--- config.mk ---
export PLATFORM = sky130hd
export DESIGN_NAME = instr_issue_flat
export DESIGN_NICKNAME = d
export VERILOG_FILES = /design/src/rtl/instr_issue_if.sv /design/src/rtl/instr_issue.sv /design/src/flat_wrapper.sv
export SDC_FILE = /design/constraint.sdc
export NUM_CORES = 1
export LEC_CHECK = 0
export CAP_MARGIN = 20
export CORE_ASPECT_RATIO = 1.2
export CORE_MARGIN = 4
export CORE_UTILIZATION = 51
export CTS_CLUSTER_DIAMETER = 120
export DETAILED_ROUTE_END_ITERATION = 12
export PLACE_DENSITY_LB_ADDON = 0.12
export SLEW_MARGIN = 10
export SYNTH_ARGS = -nofsm -noshare
export SYNTH_HDL_FRONTEND = slang
export SYNTH_SLANG_ARGS = --single-unit
--- constraint.sdc ---
create_clock -name clk -period 6.35 [get_ports clk]
set_input_delay 1.5875 -clock clk [delete_from_list [all_inputs] [get_ports clk]]
set_output_delay 1.5875 -clock clk [all_outputs]
set_load 0.01 [all_outputs]
--- src/rtl/instr_issue_if.sv ---
// Fetch-to-decoder issue bus: instruction handshake in, registered opcode/multiDiv bundle out.
interface instr_issue_if;
  logic [15:0] instr_in;
  logic        instr_valid;
  logic        instr_ready;
  logic        flush;
  logic [3:0]  opcode;
  logic [3:0]  funct;
  logic [3:0]  op1;
  logic [3:0]  op2;
  logic        multiDiv;
  logic        issue_valid;
  logic        md_busy;
  logic [15:0] issued_count;

  modport master (
    input  instr_in, instr_valid, flush,
    output instr_ready, opcode, funct, op1, op2, multiDiv, issue_valid, md_busy, issued_count
  );

  modport slave (
    output instr_in, instr_valid, flush,
    input  instr_ready, opcode, funct, op1, op2, multiDiv, issue_valid, md_busy, issued_count
  );
endinterface

--- src/rtl/instr_issue.sv ---
// Registers fetched instructions and issues them to the control decoder,
// holding type-A multiply/divide for MD_LATENCY cycles; flush drops to a bubble.
module instr_issue #(
  parameter int unsigned MD_LATENCY = 4,
  parameter logic [3:0]  NOP_OPCODE = 4'b0000,
  parameter logic [3:0]  MUL_FUNCT  = 4'b0100,
  parameter logic [3:0]  DIV_FUNCT  = 4'b0101
) (
  input  logic          clk,
  input  logic          rst,
  instr_issue_if.master bus
);

  localparam int unsigned CNT_W = 8;
  localparam logic [3:0]  TYPE_A_OPCODE = 4'b1111;

  typedef enum logic [1:0] {
    EMPTY   = 2'd0,
    ISSUE   = 2'd1,
    MD_WAIT = 2'd2
  } state_t;

  state_t           state, stateNext;
  logic [CNT_W-1:0] cnt, cntNext;
  logic [3:0]       opcodeNext, functNext, op1Next, op2Next;
  logic             multiDivNext, issueValidNext, mdBusyNext;
  logic [15:0]      countNext;
  logic             accept;
  logic             isMd;

  assign bus.instr_ready = !bus.flush &&
                           (state == EMPTY || state == ISSUE ||
                            (state == MD_WAIT && cnt == '0));
  assign accept = bus.instr_valid && bus.instr_ready;
  assign isMd   = (bus.instr_in[15:12] == TYPE_A_OPCODE) &&
                  (bus.instr_in[3:0] == MUL_FUNCT || bus.instr_in[3:0] == DIV_FUNCT);

  // Next-state and next-output selection; accept takes precedence over draining.
  always_comb begin
    stateNext      = state;
    cntNext        = cnt;
    opcodeNext     = bus.opcode;
    functNext      = bus.funct;
    op1Next        = bus.op1;
    op2Next        = bus.op2;
    multiDivNext   = bus.multiDiv;
    issueValidNext = bus.issue_valid;
    mdBusyNext     = bus.md_busy;
    countNext      = bus.issued_count;

    if (bus.flush) begin
      stateNext      = EMPTY;
      cntNext        = '0;
      opcodeNext     = NOP_OPCODE;
      multiDivNext   = 1'b0;
      issueValidNext = 1'b0;
      mdBusyNext     = 1'b0;
    end else if (accept) begin
      stateNext      = isMd ? MD_WAIT : ISSUE;
      cntNext        = isMd ? CNT_W'(MD_LATENCY - 1) : '0;
      opcodeNext     = bus.instr_in[15:12];
      op1Next        = bus.instr_in[11:8];
      op2Next        = bus.instr_in[7:4];
      functNext      = bus.instr_in[3:0];
      multiDivNext   = isMd;
      issueValidNext = 1'b1;
      mdBusyNext     = isMd && (MD_LATENCY > 1);
      countNext      = bus.issued_count + 16'd1;
    end else begin
      case (state)
        ISSUE: begin
          stateNext      = EMPTY;
          opcodeNext     = NOP_OPCODE;
          multiDivNext   = 1'b0;
          issueValidNext = 1'b0;
          mdBusyNext     = 1'b0;
        end
        MD_WAIT: begin
          if (cnt != '0) begin
            cntNext    = cnt - CNT_W'(1);
            mdBusyNext = (cnt != CNT_W'(1));
          end else begin
            stateNext      = EMPTY;
            opcodeNext     = NOP_OPCODE;
            multiDivNext   = 1'b0;
            issueValidNext = 1'b0;
            mdBusyNext     = 1'b0;
          end
        end
        default: begin
          stateNext      = EMPTY;
          opcodeNext     = NOP_OPCODE;
          multiDivNext   = 1'b0;
          issueValidNext = 1'b0;
          mdBusyNext     = 1'b0;
        end
      endcase
    end
  end

  always_ff @(posedge clk) begin
    if (rst) begin
      state            <= EMPTY;
      cnt              <= '0;
      bus.opcode       <= NOP_OPCODE;
      bus.funct        <= '0;
      bus.op1          <= '0;
      bus.op2          <= '0;
      bus.multiDiv     <= 1'b0;
      bus.issue_valid  <= 1'b0;
      bus.md_busy      <= 1'b0;
      bus.issued_count <= '0;
    end else begin
      state            <= stateNext;
      cnt              <= cntNext;
      bus.opcode       <= opcodeNext;
      bus.funct        <= functNext;
      bus.op1          <= op1Next;
      bus.op2          <= op2Next;
      bus.multiDiv     <= multiDivNext;
      bus.issue_valid  <= issueValidNext;
      bus.md_busy      <= mdBusyNext;
      bus.issued_count <= countNext;
    end
  end

endmodule

--- src/flat_wrapper.sv ---
// flat-port wrapper written by rule: the top's interface ports become plain ports
module instr_issue_flat 
#(
  parameter int unsigned MD_LATENCY = 4,
  parameter logic [3:0]  NOP_OPCODE = 4'b0000,
  parameter logic [3:0]  MUL_FUNCT  = 4'b0100,
  parameter logic [3:0]  DIV_FUNCT  = 4'b0101
)
  (clk, rst, bus_instr_in, bus_instr_valid, bus_flush, bus_instr_ready, bus_opcode, bus_funct, bus_op1, bus_op2, bus_multiDiv, bus_issue_valid, bus_md_busy, bus_issued_count);
  instr_issue_if bus_i ();
  input  logic clk;
  input  logic rst;
  input wire logic [$bits(bus_i.instr_in)-1:0] bus_instr_in;
  input wire logic [$bits(bus_i.instr_valid)-1:0] bus_instr_valid;
  input wire logic [$bits(bus_i.flush)-1:0] bus_flush;
  output wire logic [$bits(bus_i.instr_ready)-1:0] bus_instr_ready;
  output wire logic [$bits(bus_i.opcode)-1:0] bus_opcode;
  output wire logic [$bits(bus_i.funct)-1:0] bus_funct;
  output wire logic [$bits(bus_i.op1)-1:0] bus_op1;
  output wire logic [$bits(bus_i.op2)-1:0] bus_op2;
  output wire logic [$bits(bus_i.multiDiv)-1:0] bus_multiDiv;
  output wire logic [$bits(bus_i.issue_valid)-1:0] bus_issue_valid;
  output wire logic [$bits(bus_i.md_busy)-1:0] bus_md_busy;
  output wire logic [$bits(bus_i.issued_count)-1:0] bus_issued_count;
  assign bus_i.instr_in = bus_instr_in;
  assign bus_i.instr_valid = bus_instr_valid;
  assign bus_i.flush = bus_flush;
  assign bus_instr_ready = bus_i.instr_ready;
  assign bus_opcode = bus_i.opcode;
  assign bus_funct = bus_i.funct;
  assign bus_op1 = bus_i.op1;
  assign bus_op2 = bus_i.op2;
  assign bus_multiDiv = bus_i.multiDiv;
  assign bus_issue_valid = bus_i.issue_valid;
  assign bus_md_busy = bus_i.md_busy;
  assign bus_issued_count = bus_i.issued_count;
  instr_issue #(.MD_LATENCY(MD_LATENCY), .NOP_OPCODE(NOP_OPCODE), .MUL_FUNCT(MUL_FUNCT), .DIV_FUNCT(DIV_FUNCT)) u_core (.clk(clk), .rst(rst), .bus(bus_i));
endmodule
==> metrics.md <==
| Metric | Value |
|---|---|
| Initial DRC count | `between 100 and 150` |
| Inserted Diodes | `0` |
| P_leak | `0.926 nW` |
| Crit Path Max Fanout | `37` |
| Largest net degree at the start of global routing | `between 40 and 50` |
| Rows | `24` |
| Post-DP Area | `~2600 um^2` |
| Number of global-route vias before repair | `1,856` |
| Critical Path RT | `about 4.8 ns` |
| Slew Viols, Final | `0` |
| Max Buffers Root-to-Sink | `2` |
| Top cell type's share of synthesized area | `0.431` |
| Hold Path Class | `reg -> reg` |
| Arrival time worst endpoint | `2.79 ns` |
| Final setup vio count | `0` |
| Die width | `between 60 and 70 um` |
| # port buffers | `55` |
| Mean Syn Cell Area | `about 8.5 um^2` |
| Drt wl/cell | `between 10 and 15 um` |
| Post-synth top flop | `dfxtp_1` |
| CTS sink count | `between 40 and 50` |
| Unrepaired setup endpoints after global routing | `false` |
| Proportion of layout cells with a drive suffix above 1 | `0.0692` |
| Kind of critical path | `reg -> out` |
| Setup crit end kind | `output pin` |
| Clock Pin Slew Worst Setup and Hold Paths | `0.07 ns` |
| Max_slew headroom | `0.472` |
| Post-CTS Hold Fix Bufs | `0` |
| Initial Util | `0.544` |
| Post-route setup slack | `slightly below 2 ns` |
| DRC Markers | `0` |
| Startpoint Class | `register` |
| Via count | `between 1,500 and 2,000` |
| Num ports | `56` |
| DRT Wirelength | `4780 um` |
| Sequential element share of the synthesized area | `0.431` |
| CTS tree | `yes` |
| First-pass GRT wire length | `about 8200 um` |
| Clock buffer count from CTS | `5` |
| Fill cell total of the finished layout | `308` |
| Height of the die | `just under 80 um` |
| Area of the multi-input gates | `1070 um^2` |
| Fmax | `~0.23 GHz` |
| Synth unique cells | `39` |
| Peak supply drop | `0.139 mV` |
| Total track usage | `0.198` |
| Final TNS setup | `0 ns` |
| Yosys warning count | `0` |
| Mapped Cells | `239` |
| Pwr per Cell Area | `188 nW/um^2` |
| Min cycle time layout | `~4.4 ns` |
| Post-layout util | `0.721` |
| Clock Latency Late Sink | `0.29 ns` |
| Vias per cell | `~5.8` |
| Synth-to-layout area growth | `32.6%` |
| Resized cells post-CTS | `0` |
| Async set-reset flop share out of synthesis | `0` |
| Post-CTS setup buffers | `0` |
| Worst-Margin Slew | `roughly 0.79 ns` |
| Status | `complete, no violations` |
| Fin. Hold Viols | `0` |
| Tot Pwr | `0.508 mW` |
| FF+latch area | `881 um^2` |
| Period utilization | `0.689` |
| Core ar. | `around 3800 um^2` |
| Syn Nets | `between 200 and 300` |
| DPL Wire Length | `roughly 3300 um` |
| Worst Skew | `around 0.0057 ns` |
| #FFs+latches synth | `44` |
| Count leader, synth | `dfxtp_1` |
| Final Cell Area | `about 2700 um^2` |
| Max_cap viols | `0` |
| Final ANT Viol Nets | `0` |
| DP Worst Slack | `just over 2 ns` |
| Grt ovf | `0` |
| EDFF count, synth | `0` |
| Die ar. | `approximately 5100 um^2` |
| Root Buffer | `clkbuf_8` |
| Fin nets | `311` |
| Post-synth top cells | `dfxtp_1 (44), a21oi_1 (26), nand3_1 (21)` |
| Post-synth top area cell | `dfxtp_1` |
| Post-Syn Area | `2040 um^2` |
| Routability cong. | `approximately 0.79` |
| Initial antenna violation count | `0` |
| Number of H-tree levels | `2` |
| Synth area leaders | `dfxtp_1 (43%), a21oi_1 (6.4%), nand3_1 (5.1%)` |
| Initial DRT Pass Iterations | `4` |
## metal layers
metal | GRT usage | up-vias | share of wire
met5 | 0 | - | 0
met4 | 0.0519 | 0 | 0.0096
met3 | 0.0673 | 6 | 0.069
met2 | 0.325 | 70 | 0.47
met1 | 0.246 | 911 | 0.45
li1 | - | 978 | -
## through the flow
stage          std cells  hold WS, ns
6_report             341        0.460
4_1_cts              341        0.467
5_1_grt              341        0.496
3_3_place_gp         333        0.452
3_5_place_dp         333        0.457
2_1_floorplan        239        0.455
## flip-flops by register name, summed over array words and instances, names as in the netlist
name and flops:
u_core.bus.funct 4, u_core.bus.issue_valid 1, u_core.bus.issued_count 16, u_core.bus.md_busy 1, u_core.bus.multiDiv 1, u_core.bus.op1 4
u_core.bus.op2 4, u_core.bus.opcode 4, u_core.cnt 8, u_core.state 1
## report_power, final
part | switching, mW | internal (mW) | total [mW]
logic | 0.0214 | 0.0252 | 0.0466
registers | 0.00294 | 0.281 | 0.284
clock network | 0.0885 | 0.0887 | 0.177
total | 0.113 | 0.395 | 0.508
## cell type report
class                           count  area share
Timing Repair Buffer               59       0.214
Inverter                            5     0.00693
Tap cell                           52      0.0240
Sequential cell                    44       0.325
Clock buffer                        8      0.0333
Multi-Input combinational cell    173       0.396
## critical path, cell delays in order (launching register included)
cell and delay [ns]:
dfxtp_1 0.37, inv_1 0.10, ha_1 0.20, or4b_1 0.60, o31a_1 0.32, buf_4 0.23, nor2_1 0.13, clkdlybuf4s50_1 0.54
## cell usage in the layout (no fill, tap or decap), types with 5 or more instances in the layout
cell type,count
clkbuf_8,6
nand2_1,6
inv_1,5
clkdlybuf4s50_1,55
nor2_1,20
nand3_1,21
dfxtp_1,44
a21oi_1,26
o31ai_1,5
mux2_2,8
or3_1,6
nand4_1,5
o21ai_0,17
nor2b_1,10
## path summary, 6_finish.rpt
path | start | endpoint | slack [ns] | cells after the start
setup / recovery | u_core.cnt[0] | bus_instr_ready | 1.98 | 7
hold reg to reg | u_core.bus.issue_valid | u_core.bus.issue_valid | 0.46 | 2
hold / removal | u_core.bus.issue_valid | u_core.bus.issue_valid | 0.46 | 2
setup reg to reg | u_core.cnt[0] | u_core.bus.issued_count[8] | 3.61 | 7
## cell families after synthesis
kind of cell             count (synthesis)  synth area share
AND/OR/NAND/NOR                         92             0.248
AO/OA/AOI/OAI                           67             0.199
flip-flops                              44             0.431
buffers and inverters                   22            0.0460
multiplexers                             8            0.0441
XOR/XNOR                                 3            0.0129
adder cells (fa/ha/maj)                  3            0.0184
No activity file was read; power rests on OpenSTA's default activity.
==> variant: new RTL, config.mk and constraints unchanged <==
`CNT_W`: 8 -> 6.
--- a/src/rtl/instr_issue.sv
+++ b/src/rtl/instr_issue.sv
@@ -12,5 +12,5 @@
 );
 
-  localparam int unsigned CNT_W = 8;
+  localparam int unsigned CNT_W = 6;
   localparam logic [3:0]  TYPE_A_OPCODE = 4'b1111;
 
Behaviour: no difference found for any inputs over 10 cycles, from zero or initial values and one cycle with rst high; that may be too few to reach the edited logic, so the function may still have changed.
==> variant against the unedited design <==
Global-route usage shrank 0.32 points. Area after synthesis shrank 7.5%. Synthesized cell count shrank 7.1%. Cell area shrank 5.6%. Sequential cell count shrank 2. Total power grew 9.8%. Wire length shrank 8.0%. Worst setup slack lost 340 ps.
==> variant: results <==
metrics = {
    "worst_setup_path": {
        "cp_max_fo": 16,
        "worst_r2r_setup_slack_ps": 4110,
        "timing.critical_path.arrival_ps": 3130,
        "critical-path-slowest-cell": "sky130_fd_sc_hd__clkdlybuf4s50_1",
        "critPathMaxStageDelay_ps": 570,
        "critical_path.reg2reg.endpoint": "u_core.cnt[0]$_SDFFE_PP0P_",
    },
    "pwr": {
        "netSwitchingPower_uw": 125,
        "ir_worst_vdd_v": 0.000229,
        "p_leak_uw": 0.000865,
        "power.combinational.fraction_pct": 11.9,
    },
    "run_status": {
        "status": "complete, no violations",
    },
    "sta": {
        "period_share_pct": 74.2,
        "finalHoldWorstSlack_ps": 453,
        "finClkSkew_ps": 8.80,
    },
    "placed_design": {
        "placed_cell_area_um2": 2440,
        "detailedPlacementHpwl_um": 3080,
        "gp_congestion": 0.811,
        "place_worst_setup_slack_ps": 1640,
    },
    "grt": {
        "grt_start_max_net_pins": 36,
        "first_global_vias": 1625,
    },
    "cells_and_area": {
        "layout-drive-gt1-share_pct": 5.82,
        "n_fill_cell": 279,
        "largest_registers_ranked_by_flip_flop_count": "u_core.bus.issued_count: 16 flops, u_core.cnt: 6 flops",
        "finish.cell_count_without_fillers": 312,
    },
    "detailed_routing": {
        "via_count": 1785,
        "drt-total-wl_um": 4400,
    },
    "logic_synthesis": {
        "post_synth_xor_area_fraction_pct": 2.32,
        "ys_seq_area_share_pct": 44.5,
        "synth.mux.area_fraction_pct": 1.19,
        "syn-instance-count": 222,
        "synthTopCellsByArea": "sky130_fd_sc_hd__dfxtp_1, sky130_fd_sc_hd__a21oi_1, sky130_fd_sc_hd__nand2_1, sky130_fd_sc_hd__or4_1, sky130_fd_sc_hd__o31ai_1",
        "synth_cell_types": 41,
        "syn_nets": 245,
    },
}
==> variant: changes by cell type in the layout (fill, tap and decap cells not counted), moves of 5 or more <==
cell / unedited run / this run
sky130_fd_sc_hd__nand2_1: 6 / 30
sky130_fd_sc_hd__nand3_1: 21 / 10
sky130_fd_sc_hd__or4_1: 4 / 11
sky130_fd_sc_hd__mux2_2: 8 / 2
sky130_fd_sc_hd__a22oi_1: 0 / 5
sky130_fd_sc_hd__nor2b_1: 10 / 2
sky130_fd_sc_hd__o21ai_0: 17 / 3
==> variant: area by class of cell <==
type | instances | area share (%)
inverter | 9 | 1.32
multi-input combinational | 159 | 37.2
sequential | 42 | 32.9
tap | 37 | 1.81
clock buffer | 6 | 3.23
clock inverter | 1 | 1.17
timing repair buffer | 58 | 22.4
==> variant: layer usage <==
layer	part of all wire [%]	track usage [%]	vias to the layer above
li1	-	-	908
met1	43	21.6	820
met2	47	33.8	50
met3	7.4	7.46	7
met4	1.8	8.63	0
met5	0	0	-
